[config.mk]
export PLATFORM = sky130hd
export DESIGN_NAME = tpu_host_feeder
export DESIGN_NICKNAME = d
export VERILOG_FILES = /design/src/rtl/tpu_host_feeder_pkg.sv /design/src/rtl/tpu_host_feeder.sv
export SDC_FILE = /design/constraint.sdc
export NUM_CORES = 2
export LEC_CHECK = 0
export BUFFER_PORTS_ARGS = -buffer_cell sky130_fd_sc_hd__buf_2
export CAP_MARGIN = 10
export CORE_AREA = 2 2 410 412
export DETAILED_ROUTE_END_ITERATION = 10
export DIE_AREA = 0 0 412 414
export HOLD_SLACK_MARGIN = 0.12
export PLACE_DENSITY = 0.44
export REMOVE_ABC_BUFFERS = 1
export SLEW_MARGIN = 25
export SYNTH_ARGS = -nofsm -noshare
export SYNTH_HDL_FRONTEND = slang
export SYNTH_SLANG_ARGS = --single-unit
[constraint.sdc]
create_clock -name clk -period 4.4 [get_ports clk]
set_input_delay 0.22 -clock clk [delete_from_list [all_inputs] [get_ports clk]]
set_output_delay 0.22 -clock clk [all_outputs]
set_load 0.005 [all_outputs]
[src/rtl/tpu_host_feeder_pkg.sv]
// Shared types and constants for the TPU host feeder.
// State encoding, image size and class-index width.
package tpu_host_feeder_pkg;

  localparam int IMG_BITS = 1024;
  localparam int NUM_W    = 4;

  typedef enum logic [1:0] {
    LOAD = 2'd0,
    TRST = 2'd1,
    RUN  = 2'd2,
    CLR  = 2'd3
  } state_t;

endpackage

[src/rtl/tpu_host_feeder.sv]
// Host-side initiator: assembles a 32x32 binary frame from bytes,
// runs the inference controller and latches its class result.
module tpu_host_feeder
  import tpu_host_feeder_pkg::*;
#(
  parameter int IMG_BYTES      = 128,
  parameter int RST_CYCLES     = 2,
  parameter int TIMEOUT_CYCLES = 1048576
) (
  input  logic                clk,
  input  logic                iRst_n,
  input  logic                pix_valid,
  input  logic [7:0]          pix_data,
  output logic                pix_ready,
  input  logic                frame_abort,
  input  logic                tpu_done,
  input  logic [NUM_W-1:0]    tpu_num,
  output logic                tpu_ena,
  output logic                tpu_rst_n,
  output logic [IMG_BITS-1:0] image,
  output logic [NUM_W-1:0]    result,
  output logic                result_valid,
  output logic                busy,
  output logic                timeout_err
);

  localparam int CW = $clog2(IMG_BYTES);
  localparam int TW = $clog2(TIMEOUT_CYCLES);
  localparam int RW = $clog2(RST_CYCLES) + 1;

  localparam logic [CW-1:0] LAST_B = CW'(IMG_BYTES - 1);
  localparam logic [TW-1:0] LAST_T = TW'(TIMEOUT_CYCLES - 1);
  localparam logic [RW-1:0] LAST_R = RW'(RST_CYCLES - 1);

  state_t           state_q, state_d;
  logic [CW-1:0]    byte_q, byte_d;
  logic [TW-1:0]    tmr_q, tmr_d;
  logic [RW-1:0]    rcnt_q, rcnt_d;
  logic             rdy_d, ena_d, trn_d;
  logic             rv_d, busy_d, terr_d;
  logic [NUM_W-1:0] res_d;
  logic             wr_en;

  always_ff @(posedge clk) begin
    if (!iRst_n) begin
      state_q      <= LOAD;
      byte_q       <= '0;
      tmr_q        <= '0;
      rcnt_q       <= '0;
      image        <= '0;
      pix_ready    <= 1'b1;
      tpu_ena      <= 1'b0;
      tpu_rst_n    <= 1'b1;
      result       <= '0;
      result_valid <= 1'b0;
      busy         <= 1'b0;
      timeout_err  <= 1'b0;
    end else begin
      state_q      <= state_d;
      byte_q       <= byte_d;
      tmr_q        <= tmr_d;
      rcnt_q       <= rcnt_d;
      pix_ready    <= rdy_d;
      tpu_ena      <= ena_d;
      tpu_rst_n    <= trn_d;
      result       <= res_d;
      result_valid <= rv_d;
      busy         <= busy_d;
      timeout_err  <= terr_d;
      if (wr_en)
        image[{byte_q, 3'b000} +: 8] <= pix_data;
    end
  end

  always_comb begin
    state_d = state_q;
    byte_d  = byte_q;
    tmr_d   = tmr_q;
    rcnt_d  = rcnt_q;
    rdy_d   = pix_ready;
    ena_d   = tpu_ena;
    trn_d   = tpu_rst_n;
    res_d   = result;
    rv_d    = 1'b0;
    busy_d  = busy;
    terr_d  = timeout_err;
    wr_en   = 1'b0;
    unique case (state_q)
      LOAD: begin
        if (frame_abort) begin
          byte_d = '0;
        end else if (pix_valid && pix_ready) begin
          wr_en = 1'b1;
          if (byte_q == LAST_B) begin
            byte_d  = '0;
            rcnt_d  = '0;
            state_d = TRST;
            rdy_d   = 1'b0;
            busy_d  = 1'b1;
            ena_d   = 1'b1;
            trn_d   = 1'b0;
          end else begin
            byte_d = byte_q + 1'b1;
          end
        end
      end
      TRST: begin
        if (frame_abort) begin
          state_d = CLR;
          ena_d   = 1'b0;
          trn_d   = 1'b1;
          busy_d  = 1'b0;
        end else if (rcnt_q == LAST_R) begin
          state_d = RUN;
          trn_d   = 1'b1;
          tmr_d   = '0;
        end else begin
          rcnt_d = rcnt_q + 1'b1;
        end
      end
      RUN: begin
        tmr_d = tmr_q + 1'b1;
        // abort wins over a done or timeout landing in the same cycle
        if (frame_abort || tpu_done || tmr_q == LAST_T) begin
          state_d = CLR;
          ena_d   = 1'b0;
          busy_d  = 1'b0;
        end
        if (frame_abort) begin
          terr_d = timeout_err;
        end else if (tpu_done) begin
          res_d  = tpu_num;
          rv_d   = 1'b1;
          terr_d = 1'b0;
        end else if (tmr_q == LAST_T) begin
          terr_d = 1'b1;
        end
      end
      CLR: begin
        state_d = LOAD;
        rdy_d   = 1'b1;
      end
      default: state_d = LOAD;
    endcase
  end

endmodule

=== Word level (Yosys, flattened, before mapping) ===
Index checks and enable logic that the tools add are counted.

* Reductions and logical operators: 20
* Shift operators: 2
* Bitwise logic cells: 3
* Equality and inequality tests: 15
* Multiplexer cells: 39
* $add $sub $neg: 4

{| class="wikitable"
|+ Operators with widths
! operator !! count
|-
| $bwmux W1024 || 1
|-
| $shift A8 B12 Y1024 const A || 1
|-
| $shiftx A8 B12 Y1024 || 1
|-
| $mux W20 || 2
|-
| $pmux W20 S2 || 1
|-
| $mux W2 || 11
|-
| $mux W7 || 3
|-
| $add A20 B1 Y20 const B || 1
|-
| $eq A20 B20 Y1 const B || 1
|-
| $mux W1 || 16
|-
| $ne A2 B2 Y1 const B || 8
|-
| $neg A10 Y12 || 1
|-
| $reduce_and A6 Y1 || 2
|-
| $reduce_and A5 Y1 || 2
|-
| $reduce_bool A2 Y1 || 5
|-
| $reduce_and A3 Y1 || 3
|-
| $pmux W2 S4 || 1
|-
| $add A7 B1 Y7 const B || 1
|-
| $eq A7 B7 Y1 const B || 1
|-
| $eq A2 B1 Y1 const B || 2
|-
| $eq A2 B2 Y1 const B || 2
|-
| $pmux W1 S2 || 2
|-
| $pmux W2 S2 || 1
|-
| $reduce_and A4 Y1 || 1
|-
| other kinds (10) || 13
|}

* Input port bits: 17
* Word-level logic and storage cells: 94
* Output and inout bits: 1034
* Bits in registers: 1064

=== Longest topological paths before layout ===
* Depth after elaboration: 5
* Depth in mapped cells: 12
* Depth with buffers taken out: 7

=== Least setup slack after synthesis ===
OpenSTA, ideal clock, no wires.

* Kind: reg-to-reg
* Start point: register byte_q[0]
* End point: register image[128]
* Setup time: 0.132 ns
* Data required time: 4.268 ns
* Cell stages (with the launch flop): 10
* Arrival time: 2.945 ns
* Clock period less this slack: 3.078 ns
* Setup slack: 1.322 ns
* Buffers on the path: 2
* Cells stage by stage: dfxtp_1 > clkbuf_1 > inv_1 > ha_1 > nor3b_2 > xnor2_1 > nand2_2 > or4_1 > buf_2 > mux2i_1

* Cells in the longest elaborated chain, start to end: 3
* Elaborated cells between the ends (all ways): 4
* Those cells by class: add/sub (1); shift (2); mux (1)

{| class="wikitable"
|+ Ends and longest elaborated chain
! item !! line !! text
|-
| start, declared || tpu_host_feeder.sv:36 || <nowiki>logic [CW-1:0] byte_q, byte_d;</nowiki>
|-
| start signal, assigned || tpu_host_feeder.sv:60 || <nowiki>byte_q <= byte_d;</nowiki>
|-
| $neg A10 Y12 * || tpu_host_feeder.sv:71 || <nowiki>image[{byte_q, 3'b000} +: 8] <= pix_data;</nowiki>
|-
| $shiftx A8 B12 Y1024 / $shift A8 B12 Y1024 (equally long branches) || tpu_host_feeder.sv:71 ||
|-
| $bwmux W1024 * || tpu_host_feeder.sv:71 ||
|-
| end signal, assigned by index || tpu_host_feeder.sv:71 ||
|-
| end, declared || tpu_host_feeder.sv:20 || <nowiki>output logic [IMG_BITS-1:0] image,</nowiki>
|}

Mark *: on every way between the ends. The rest lies on a longest branch, timed or not.
A chain may end at the register's enable or synchronous reset.

=== Final worst setup path ===
* Start point: register byte_q[1]
* End point: register image[51]

The elaborated chain is that of the path after synthesis.

==> summary.md <==
| Metric | Value |
|---|---|
| Crit start category | `register` |
| Kind of critical path | `register to register` |
| CP required | `5.03 ns` |
| Clock share of power | `0.513` |
| Synthesis-to-finish area growth | `31.71%` |
| Area of the die | `170600 um2` |
| Clock sinks | `1064` |
| Psw | `5.531 mW` |
| Setup Viol. Count Final | `0` |
| IO Count | `1051` |
| Post-route non-filler standard cell count | `7491` |
| Sequential cell fraction of total power | `0.438` |
| Number of synthesized flops with an enable pin | `0` |
| Family with the most delay on the worst path | `simple AND/OR/NAND/NOR gates` |
| Syn_area_per_cell | `9.852 um2` |
| Die X | `412 um` |
| Final worst setup slack | `0.4088 ns` |
| H-Tree Depth | `4` |
| Static leakage | `23.10 nW` |
| DR vias | `34157` |
| Hold Worst Slack | `0.2037 ns` |
| Most numerous cell in the Yosys netlist | `nand2_1` |
| Hold Vio Cnt, Final | `0` |
| Post-route ant nets | `0` |
| GRT Resource Usage Total | `0.2124` |
| GP Congestion | `0.8433` |
| Post-synth top flop | `dfxtp_1` |
| Post-CTS setup buffers | `0` |
| Outcome | `finished, final reports clean` |
| Worst Skew | `0.03542 ns` |
| Largest net degree at the start of global routing | `187` |
| Dpl hpwl | `137200 um` |
| Synth unique cells | `66` |
| Ratio of cells with drive above 1 in the final layout | `0.2898` |
| Fin crit share | `0.9071` |
| CTS Hold Bufs | `24` |
| CP max FO | `13` |
| Sequential-to-total area share from yosys stat | `0.5233` |
| Slowest CP cell | `or3_1` |
| RSZ-0062 raised after global routing | `no` |
| Initial antenna violation count | `7` |
| Rel. slew slack | `0.3105` |
| #FFs+latches synth | `1064` |
| Clock root buffer | `clkbuf_16` |
| Final core occ | `0.3224` |
| Switch share | `0.2501` |
| Clock buffer depth | `3` |
| Routed length per instance | `25.17 um` |
| Crit-path cells | `inv_1, ha_1, buf_4, nor3b_1, a41o_1, nand3_1, or3_1, mux2i_1` |
| DIE HEIGHT | `414 um` |
| Post-cts resize count | `0` |
| 1st-iter DRT viols | `2132` |
| Cell area after placement | `48810 um2` |
| Effective utilization at floorplan | `0.2448` |
| Vias in the first global route | `32958` |
| Clock insertion delay at the later pin of the skew report | `0.78 ns` |
| PD cells | `412.5 nW/um2` |
| Nets | `5203` |
| Total wire length | `188600 um` |
| VDD IR max | `0.0003831 V` |
| Placement Setup Slack | `0.3298 ns` |
| Minimum clock period | `3.991 ns` |
| Endpoint class of the critical path | `register` |
| Internal | `16.58 mW` |
| DRC | `0` |
| Synthesized area | `40700 um2` |
| Tightest Pin Transition | `1.034 ns` |
| Number of I/O port buffers | `1050` |
| CTS Buf Count | `130` |
| Cells after Synth | `4131` |
| Worst path max stage delay | `0.79 ns` |
| GRT Residual Overflow | `0` |
| CTS tree | `yes` |
| Buffers plus inverters on the worst setup path | `2` |
| Final-report max-slew violation count | `0` |
| Power Total | `22.11 mW` |
| Yosys top cell by area | `dfxtp_1` |
| Core area | `166300 um2` |
| Synth top cells by count | `nand2_1, dfxtp_1, mux2i_1` |
| Top-area cell type share of the netlist area | `0.5233` |
| Maximum clock frequency | `250.6 MHz` |
| Via-to-Cell Ratio | `4.560` |
| Area contributors post-synth | `dfxtp_1, mux2i_1, nand2_1` |
| FILL cells | `17412` |
| Max Cap Viol | `0` |
| Reg clk slew, reported paths | `0.06 ns` |
| Rows | `150` |
| Drt pass-1 iters | `5` |
| Post-placement cell count | `7223` |
| Async set-reset flop share out of synthesis | `0` |
| Hold crit path type | `input pin to register` |
| CP arrival | `4.62 ns` |
| Gate power share | `0.050` |
| Fin Setup TNS | `0 ns` |
| Fin area | `53610 um2` |
| Synthesis Warnings | `0` |
| First-pass GRT wire length | `260100 um` |
power groups by stage:
stage / clock network, mW / logic [mW] / registers [mW]
after floorplan: 0 / 0.389 / 9.89
after global placement: 0 / 1.10 / 9.89
after detailed placement: 0 / 1.10 / 9.89
after CTS: 11.6 / 1.12 / 9.68
after global routing: 12.0 / 1.17 / 9.67
final: 11.3 / 1.09 / 9.68
cells by family after synthesis:
logic type | share of synthesized area
mux | 0.2287
xor+xnor | 0.003658
compound gates | 0.03406
buf+inv | 0.02942
simple gates | 0.1774
fa+ha+maj | 0.003382
flops | 0.5233
worst paths after layout:
path / from / endpoint / slack (ns) / cells after the start
worst max-delay path: byte_q[1] / image[51] / 0.41 / 8
worst max register to register: byte_q[1] / image[51] / 0.41 / 8
worst min register to register: image[380] / image[380] / 0.45 / 2
worst min-delay path: pix_data[6] / image[598] / 0.20 / 4
tightest hold or removal path, stage by stage:
cell and delay [ns]:
buf_2 0.17, buf_4 0.28, nand3_1 0.16, mux2i_1 0.07
registers in the layout, indices dropped and copies added (netlist names):
register / count
timeout_err: 1
busy: 1
byte_q: 7
image: 1024
result: 4
pix_ready: 1
state_q: 2
tpu_rst_n: 1
tmr_q: 20
rcnt_q: 2
result_valid: 1
layer usage:
| layer | wire length (um) | global-route usage | vias up |
|---|---|---|---|
| li1 | - | - | 16122 |
| met1 | 79490 | 0.2615 | 16700 |
| met2 | 89900 | 0.3559 | 1096 |
| met3 | 12850 | 0.05664 | 239 |
| met4 | 6310 | 0.07225 | 0 |
| met5 | 0 | 0 | - |
layout by cell type (no fill, tap or decap), types with 5 or more instances in the layout:
cell type and count:
or2_2 10, clkbuf_8 32, nand2_1 1198, ha_1 11, inv_6 7, nor3_2 12
buf_2 1049, nor2_4 6, bufinv_16 11, mux2i_1 929, clkinv_2 21, buf_4 105
buf_12 11, a21oi_1 18, dfxtp_1 1064, nand2b_1 6, nor2_1 50, o21ai_1 10
dlygate4sd3_1 24, o2111ai_1 6, or4_1 9, nor4_4 11, clkinv_8 6, xnor2_1 14
diode_2 7, clkbuf_1 20, nor3_1 17, nor2_2 36, o211ai_1 53, nand3b_1 5
or3_1 22, nand2_2 13, o21ai_0 103, inv_1 16, nor3_4 35, nand3_1 124
clkbuf_16 130
layout make-up:
type	instances	area [um2]	share of cell area
diodes	7	17.52	0.0003268
clock buffers	182	3769	0.07030
clock inverters	55	765.7	0.01428
inverters	17	63.81	0.001190
multi-input cells	2772	18420	0.3436
flip-flops and latches	1064	21300	0.3973
well taps	2204	2758	0.05144
repair buffers	1190	6514	0.1215
(Power assumes the default switching activity.)
